## src/rtl/sliding_tile_turn_sched.sv

```systemverilog
// Turn scheduler for the 3x3 sliding tile puzzle: round-robin arbitration of two
// players, legality filtering against a mirrored space location, one move per turn.
module sliding_tile_turn_sched #(
    parameter int          CNT_W      = 8,
    parameter int          MAX_MOVES  = 200,
    parameter logic [3:0]  INIT_SPACE = 4'b1010
) (
    input  logic             clk,
    input  logic             reset,
    input  logic             start,
    input  logic             p0_valid,
    input  logic [1:0]       p0_dir,
    output logic             p0_ready,
    input  logic             p1_valid,
    input  logic [1:0]       p1_dir,
    output logic             p1_ready,
    input  logic             solved,
    output logic             puzzle_reset,
    output logic             move_en,
    output logic [1:0]       move_dir,
    output logic [3:0]       space_loc,
    output logic [CNT_W-1:0] move_count,
    output logic [CNT_W-1:0] reject_count,
    output logic             busy,
    output logic             done,
    output logic             timeout,
    output logic             winner
);

    typedef enum logic [2:0] {
        ST_IDLE  = 3'd0,
        ST_CLEAR = 3'd1,
        ST_RUN   = 3'd2,
        ST_ISSUE = 3'd3,
        ST_CHECK = 3'd4,
        ST_DONE  = 3'd5
    } state_t;

    localparam logic [CNT_W-1:0] CNT_MAX   = {CNT_W{1'b1}};
    localparam logic [CNT_W-1:0] MOVES_LIM = CNT_W'(MAX_MOVES);

    state_t           state_r;
    logic             ptr_r;
    logic             grantee_r;
    logic             puzzle_reset_r;
    logic             move_en_r;
    logic [1:0]       move_dir_r;
    logic [3:0]       space_loc_r;
    logic [CNT_W-1:0] move_count_r;
    logic [CNT_W-1:0] reject_count_r;
    logic             busy_r;
    logic             done_r;
    logic             timeout_r;
    logic             winner_r;

    logic             grant_vld_s;
    logic             grant_idx_s;
    logic [1:0]       grant_dir_s;

    // Space location is {row, col}; a move is legal only if the space stays on the board.
    function automatic logic move_legal(input logic [1:0] dir, input logic [3:0] loc);
        case (dir)
            2'b00:   move_legal = (loc[1:0] != 2'd0);
            2'b01:   move_legal = (loc[1:0] <  2'd2);
            2'b10:   move_legal = (loc[3:2] != 2'd0);
            2'b11:   move_legal = (loc[3:2] <  2'd2);
            default: move_legal = 1'b0;
        endcase
    endfunction

    function automatic logic [3:0] next_loc(input logic [1:0] dir, input logic [3:0] loc);
        case (dir)
            2'b00:   next_loc = {loc[3:2], loc[1:0] - 2'd1};
            2'b01:   next_loc = {loc[3:2], loc[1:0] + 2'd1};
            2'b10:   next_loc = {loc[3:2] - 2'd1, loc[1:0]};
            2'b11:   next_loc = {loc[3:2] + 2'd1, loc[1:0]};
            default: next_loc = loc;
        endcase
    endfunction

    // Round-robin grant; the pointer only breaks ties between simultaneous requests.
    always_comb begin
        grant_vld_s = 1'b0;
        grant_idx_s = 1'b0;
        if (state_r == ST_RUN) begin
            if (p0_valid && p1_valid) begin
                grant_vld_s = 1'b1;
                grant_idx_s = ptr_r;
            end else if (p0_valid) begin
                grant_vld_s = 1'b1;
                grant_idx_s = 1'b0;
            end else if (p1_valid) begin
                grant_vld_s = 1'b1;
                grant_idx_s = 1'b1;
            end else begin
                grant_vld_s = 1'b0;
            end
        end else begin
            grant_vld_s = 1'b0;
        end
        grant_dir_s = grant_idx_s ? p1_dir : p0_dir;
    end

    assign p0_ready = grant_vld_s & ~grant_idx_s;
    assign p1_ready = grant_vld_s &  grant_idx_s;

    // Turn FSM with all outputs registered alongside the state.
    always_ff @(posedge clk) begin
        if (reset) begin
            state_r        <= ST_IDLE;
            ptr_r          <= 1'b0;
            grantee_r      <= 1'b0;
            puzzle_reset_r <= 1'b0;
            move_en_r      <= 1'b0;
            move_dir_r     <= 2'b00;
            space_loc_r    <= INIT_SPACE;
            move_count_r   <= '0;
            reject_count_r <= '0;
            busy_r         <= 1'b0;
            done_r         <= 1'b0;
            timeout_r      <= 1'b0;
            winner_r       <= 1'b0;
        end else begin
            puzzle_reset_r <= 1'b0;
            move_en_r      <= 1'b0;
            case (state_r)
                ST_IDLE, ST_DONE: begin
                    if (start) begin
                        state_r        <= ST_CLEAR;
                        puzzle_reset_r <= 1'b1;
                        busy_r         <= 1'b1;
                        done_r         <= 1'b0;
                    end
                end
                ST_CLEAR: begin
                    move_count_r   <= '0;
                    reject_count_r <= '0;
                    timeout_r      <= 1'b0;
                    winner_r       <= 1'b0;
                    space_loc_r    <= INIT_SPACE;
                    state_r        <= ST_RUN;
                end
                ST_RUN: begin
                    if (grant_vld_s) begin
                        ptr_r <= ~grant_idx_s;
                        if (move_legal(grant_dir_s, space_loc_r)) begin
                            move_dir_r <= grant_dir_s;
                            grantee_r  <= grant_idx_s;
                            move_en_r  <= 1'b1;
                            state_r    <= ST_ISSUE;
                        end else if (reject_count_r != CNT_MAX) begin
                            reject_count_r <= reject_count_r + CNT_W'(1);
                        end
                    end
                end
                ST_ISSUE: begin
                    space_loc_r  <= next_loc(move_dir_r, space_loc_r);
                    move_count_r <= move_count_r + CNT_W'(1);
                    state_r      <= ST_CHECK;
                end
                ST_CHECK: begin
                    // The puzzle has applied the move by now, so solved reflects it.
                    if (solved) begin
                        winner_r <= grantee_r;
                        state_r  <= ST_DONE;
                        busy_r   <= 1'b0;
                        done_r   <= 1'b1;
                    end else if (move_count_r == MOVES_LIM) begin
                        timeout_r <= 1'b1;
                        state_r   <= ST_DONE;
                        busy_r    <= 1'b0;
                        done_r    <= 1'b1;
                    end else begin
                        state_r <= ST_RUN;
                    end
                end
                default: begin
                    state_r <= ST_IDLE;
                    busy_r  <= 1'b0;
                    done_r  <= 1'b0;
                end
            endcase
        end
    end

    assign puzzle_reset = puzzle_reset_r;
    assign move_en      = move_en_r;
    assign move_dir     = move_dir_r;
    assign space_loc    = space_loc_r;
    assign move_count   = move_count_r;
    assign reject_count = reject_count_r;
    assign busy         = busy_r;
    assign done         = done_r;
    assign timeout      = timeout_r;
    assign winner       = winner_r;

endmodule

```

## config.mk

```make
export PLATFORM = sky130hd
export DESIGN_NAME = sliding_tile_turn_sched
export DESIGN_NICKNAME = d
export VERILOG_FILES = /design/src/rtl/sliding_tile_turn_sched.sv
export SDC_FILE = /design/constraint.sdc
export NUM_CORES = 1
export LEC_CHECK = 0
export ABC_AREA = 1
export BUFFER_PORTS_ARGS = -buffer_cell sky130_fd_sc_hd__buf_2
export CAP_MARGIN = 5
export CORE_ASPECT_RATIO = 1.2
export CORE_MARGIN = 1
export CORE_UTILIZATION = 30
export CTS_BUF_LIST = sky130_fd_sc_hd__clkbuf_2
export DETAILED_ROUTE_END_ITERATION = 16
export GPL_TIMING_DRIVEN = 0
export MAX_ROUTING_LAYER = met4
export PLACE_DENSITY = 0.51
export SETUP_SLACK_MARGIN = 0.1
export SLEW_MARGIN = 20
export SYNTH_ARGS = -nofsm -noshare
export SYNTH_HDL_FRONTEND = slang
export SYNTH_SLANG_ARGS = --single-unit
export TNS_END_PERCENT = 10
```

## constraint.sdc

```tcl
create_clock -name clk -period 4 [get_ports clk]
set_clock_uncertainty 0.15 [all_clocks]
set_input_delay 0.2 -clock clk [delete_from_list [all_inputs] [get_ports clk]]
set_output_delay 0.2 -clock clk [all_outputs]
set_load 0.01 [all_outputs]
```

---- After elaboration in Yosys (flattened, before gate mapping) ----
Cells that the tools add are included.
word-level totals
  bits in registers ....................... 33
  output and inout bits ................... 30
  logic and storage cells ................. 116
operators by class
  add/sub/neg operators ................... 6
  magnitude comparators ................... 2
  eq/ne operators ......................... 26
  mux-type cells .......................... 39
  bitwise operators ....................... 7
  reductions and logical operators ........ 22
operator list
  kind                   number
  $pmux W8 S2            2
  $mux W8                3
  $mux W1                20
  $ne A2 B2 Y1 const B   10
  $reduce_and A3 Y1      6
  $add A8 B1 Y8 const B  2
  $pmux W4 S4            1
  $mux W3                5
  $pmux W3 S5            1
  $reduce_bool A2 Y1     5
  $eq A2 B2 Y1 const B   4
  $eq A8 B8 Y1 const B   1
  $ne A8 B8 Y1 const B   1
  $pmux W4 S2            1
  $eq A3 B2 Y1 const B   2
  $eq A3 B3 Y1 const B   2
  $pmux W1 S3            2
  $reduce_or A3 Y1       2
  $not A1 Y1             5
  $add A2 B1 Y2 const B  2
  $eq A2 B1 Y1 const B   2
  $logic_not A2 Y1       2
  $lt A2 B2 Y1 const B   2
  $ne A2 B1 Y1 const B   2
  other kinds (12)       17

---- Longest topological paths before layout ----
  word-level depth ........................ 13
  mapped depth ............................ 13
  gate-level depth less buffers ........... 13

---- Worst setup path before layout ----
No wires, ideal clock.
  path kind ............................... register to register
  start point ............................. reg reject_count_r[0] (netlist: reject_count[0])
  end point ............................... reg reject_count_r[0] (netlist: reject_count[0])
  setup time .............................. 0.117 ns
  data arrival time ....................... 1.470 ns
  data required time ...................... 3.733 ns
  path slack .............................. 2.262 ns
  stages on the path, launching flop included .. 12
  path buffers ............................ 0
  period minus slack after synthesis ...... 1.738 ns
  cells stage by stage .................... dfxtp_1 ha_1 nand2_1 inv_1 nand4_1 nand3b_1 nand2_1 clkinv_2 nand3_4 inv_2 o21ai_0 nor2_1
on the way
  cells in the longest elaborated chain, start to end .. 5
  elaborated cells on any way between the ends .. 8
  classes of those cells .................. add/sub (1); eq/ne (2); mux (4); reduce/logical (1)
ends and longest elaborated chain
  item                    line  text
  from (decl)             50    logic [CNT_W-1:0] reject_count_r;
  from (signal assigned)  152   reject_count_r <= reject_count_r + CNT_W'(1);
  $add A8 B1 Y8           152
  $mux W8                 151   end else if (reject_count_r != CNT_MAX) begin
  $mux W8                 146   if (move_legal(grant_dir_s, space_loc_r)) begin
  $mux W8                 144   if (grant_vld_s) begin
  $pmux W8 S2             126   case (state_r)
Several ways; a longest one is shown, not always the timed one. The select of a mux whose other input is x is not followed.
A chain may end at the register's enable or synchronous reset.

---- Final worst setup path ----
  start point ............................. reg state_r[1]
  end point ............................... out p0_ready
on the way
  cells in the longest elaborated chain, start to end .. 4
  elaborated cells on any way between the ends .. 5
  classes of those cells .................. eq/ne (1); mux (2); bitwise (2)
ends and longest elaborated chain
  item                    line  text
  from (decl)             42    state_t state_r;
  from (signal assigned)  110   state_r <= ST_IDLE;
  from (signal assigned)  129   state_r <= ST_CLEAR;
  from (signal assigned)  141   state_r <= ST_RUN;
  $eq A3 B2 Y1 (*)        85    if (state_r == ST_RUN) begin
  $mux W1                 85
  $not A1 Y1              104   assign p0_ready = grant_vld_s & ~grant_idx_s;
  $and A1 B1 Y1 (*)       104
  to (decl)               13    output logic p0_ready,
Every way passes the cells marked *; elsewhere a longest branch is shown, timed or not.

==> metrics.txt <==
CTS buffer count=5; largest net degree at the start of global routing=11; row cnt=30; die height=86.5 um; Netlist cell types=35; GP Congestion=0.831; ant diodes=0; highest achievable clock rate=487 MHz; most frequent cells in the layout=53 x nand2_1, 39 x buf_2, 33 x dfxtp_1; Routed Antenna Nets=0; max incr delay on CP=420 ps; synthesis-to-layout area growth=21.8%; H-tree Lvls=2; pwr/cell area=492 nW/um^2; Post-Synthesis Cell Area=1780 um^2; DR vias/cell=4.61; Post-DP Area=2080 um^2; initial antenna violation count=0; Synth area leader=dfxtp_1; CP max FO=9; DRT iter0 DRCs=65; DR DRC count=0; Crit-path slowest cell=dfxtp_1; GRT Overall Usage=15.6%; final hold violation count=0; max-cap violations=0; Flop pwr share=38.8%; Max VDD drop=0.166 mV; total power=0.00107 W; router iterations before antenna repair=4; Remaining Overflow, GRT=0; P_int=0.000628 W; root cell of the clock tree=clkbuf_2; Rel. slew slack=61.8%; Die Area=6260 um^2; Die X-Extent=72.4 um; Post-synth top flop=dfxtp_1; cell area after layout=2170 um^2; Reg clk slew, reported paths=180 ps; port bufs=39; startpoint types=flip-flop; most common cell after layout, fill and taps aside=nand2_1; run status=complete, no violations; post-cts sizing count=0; register area share after synthesis=37.0%; RSZ-0062 raised after global routing=no; worst path arrival time=1700 ps; number of global-route vias before repair=1671; Finished Layout Cells=385; Avg Inst Size Synth=7.00 um^2; via count=1775; Worst-Margin Slew=573 ps; fin nets=317; Crit Path Class=flip-flop to output port; period utilization=51.3%; I/O Pins=40; Sw Pwr=0.000440 W; Comb pwr share=40.4%; post-placement cell count=374; share of cells above drive strength 1=23.3%; Syn Nets=268; CTS tree=done; worst-path cell chain=nand2_2 > nor2_4 > inv_2 > a21oi_4 > inv_1 > nor2_1 > buf_2; Top delay family on crit path=flip-flops; drt wl/cell=11.4 um; total negative slack=0 ps; Initial Util=31.3%; clk_lat worst skew=370 ps; FFs w/ async S/R, synth=0%; Syn Inst Count=255; Core Region=5710 um^2; Sink Count=33; detailed placement HPWL=3290 um; clock share of power=20.8%; post-synth top area share=37.0%; Tightest Hold Check Type=primary input to flip-flop; final setup vio count=0; global-route wire length before repair=7470 um; crit path time final=2050 ps; Routed WL=4380 um; number of synthesized flops with an enable pin=0; Synth area leaders=dfxtp_1 37%, nand2_1 11%, a21oi_1 7.0%, nand3_1 7.0%, inv_1 5.7%; Fillers=661; sw frac=41.2%; Lkg Pwr=0.928 nW; Critical Path RT=3650 ps; max-slew violations=0; Buf+Inv Stages, Crit Path=3; clk buf depth=2; Yosys reg bits=33; CP endpoint kind=output port; Ys Warns=0
[state kept, by name (all words and copies together) (netlist names), 2 cells and up]
register      cells
move_count        8
move_dir          2
reject_count      8
space_loc         4
state_r           3
[synthesized netlist by cell type (2+ instances only)]
cell,n
nand4_1,2
inv_1,27
a21oi_2,3
clkbuf_1,2
nand3_2,2
ha_1,3
nand3_1,25
nand2_4,2
nor2_2,2
dfxtp_1,33
o21ai_0,14
xnor2_1,2
clkinv_2,2
xor2_1,4
a31oi_1,2
a21oi_1,25
nand2_2,3
inv_2,6
nor3_1,6
nor4_1,2
nor2_1,22
nand2_1,53
[final timing paths]
check,start,to,slack [ps],cells after the start
max,state_r[1],p0_ready,1950,7
min,p0_dir[1],move_dir[1],70,5
max reg2reg,state_r[0],space_loc[1],2030,9
min reg2reg,busy,busy,320,2
[area by class of cell]
type	instances	area, um^2	area share, %
Tap cell	80	100	4.61
Buffer	4	27.5	1.27
Sequential cell	33	661	30.4
Inverter	36	138	6.33
Timing Repair Buffer	42	225	10.4
Multi-Input combinational cell	182	958	44.1
Clock buffer	6	30.0	1.38
Clock inverter	2	33.8	1.55
[repair_timing]
item,4_1_cts,5_1_grt
endpoints found under the hold margin,4,0
buffers inserted,0,0
hold buffers,3,0
[worst min-delay path, stage by stage]
cell     delay, ps
buf_2          100
nand2_1         70
nand2_2         60
nand2_1         60
a21oi_1         50
[logic make-up (layout without fill, tap and decap cells)]
family / after synthesis / count (layout) / share of synthesized area (%)
flops: 33 / 33 / 37.0
xor+xnor: 6 / 6 / 2.95
fa+ha+maj: 3 / 3 / 2.10
buf+inv: 40 / 90 / 9.26
compound gates: 50 / 50 / 16.1
simple gates: 123 / 123 / 32.6
[metal layers]
layer,GRT usage [%],up-vias,wire (um)
met2,26.7,29,2140
met5,-,-,0
met3,3.37,9,151
met4,4.81,0,74
met1,18.3,804,2010
li1,-,933,-
[through the flow]
stage | util [%] | setup slack (ps) | hold slack [ps]
6_report | 38.1 | 1950 | 72.4
3_3_place_gp | 36.4 | 2030 | 272
2_1_floorplan | - | 2260 | 128
4_1_cts | 38.1 | 1900 | 53.9
3_5_place_dp | 36.4 | 2050 | 273
5_1_grt | 38.1 | 1790 | 63.3
[power by group through the flow]
stage                     Sequential (W)  Combinational [W]  Clock (W)
after floorplan                 0.000432           0.000302          0
after global placement          0.000423           0.000432          0
after detailed placement        0.000423           0.000434          0
after CTS                       0.000416           0.000438   0.000232
after global routing            0.000422           0.000491   0.000244
final                           0.000415           0.000432   0.000222
Power figures use the tool's default switching activity.
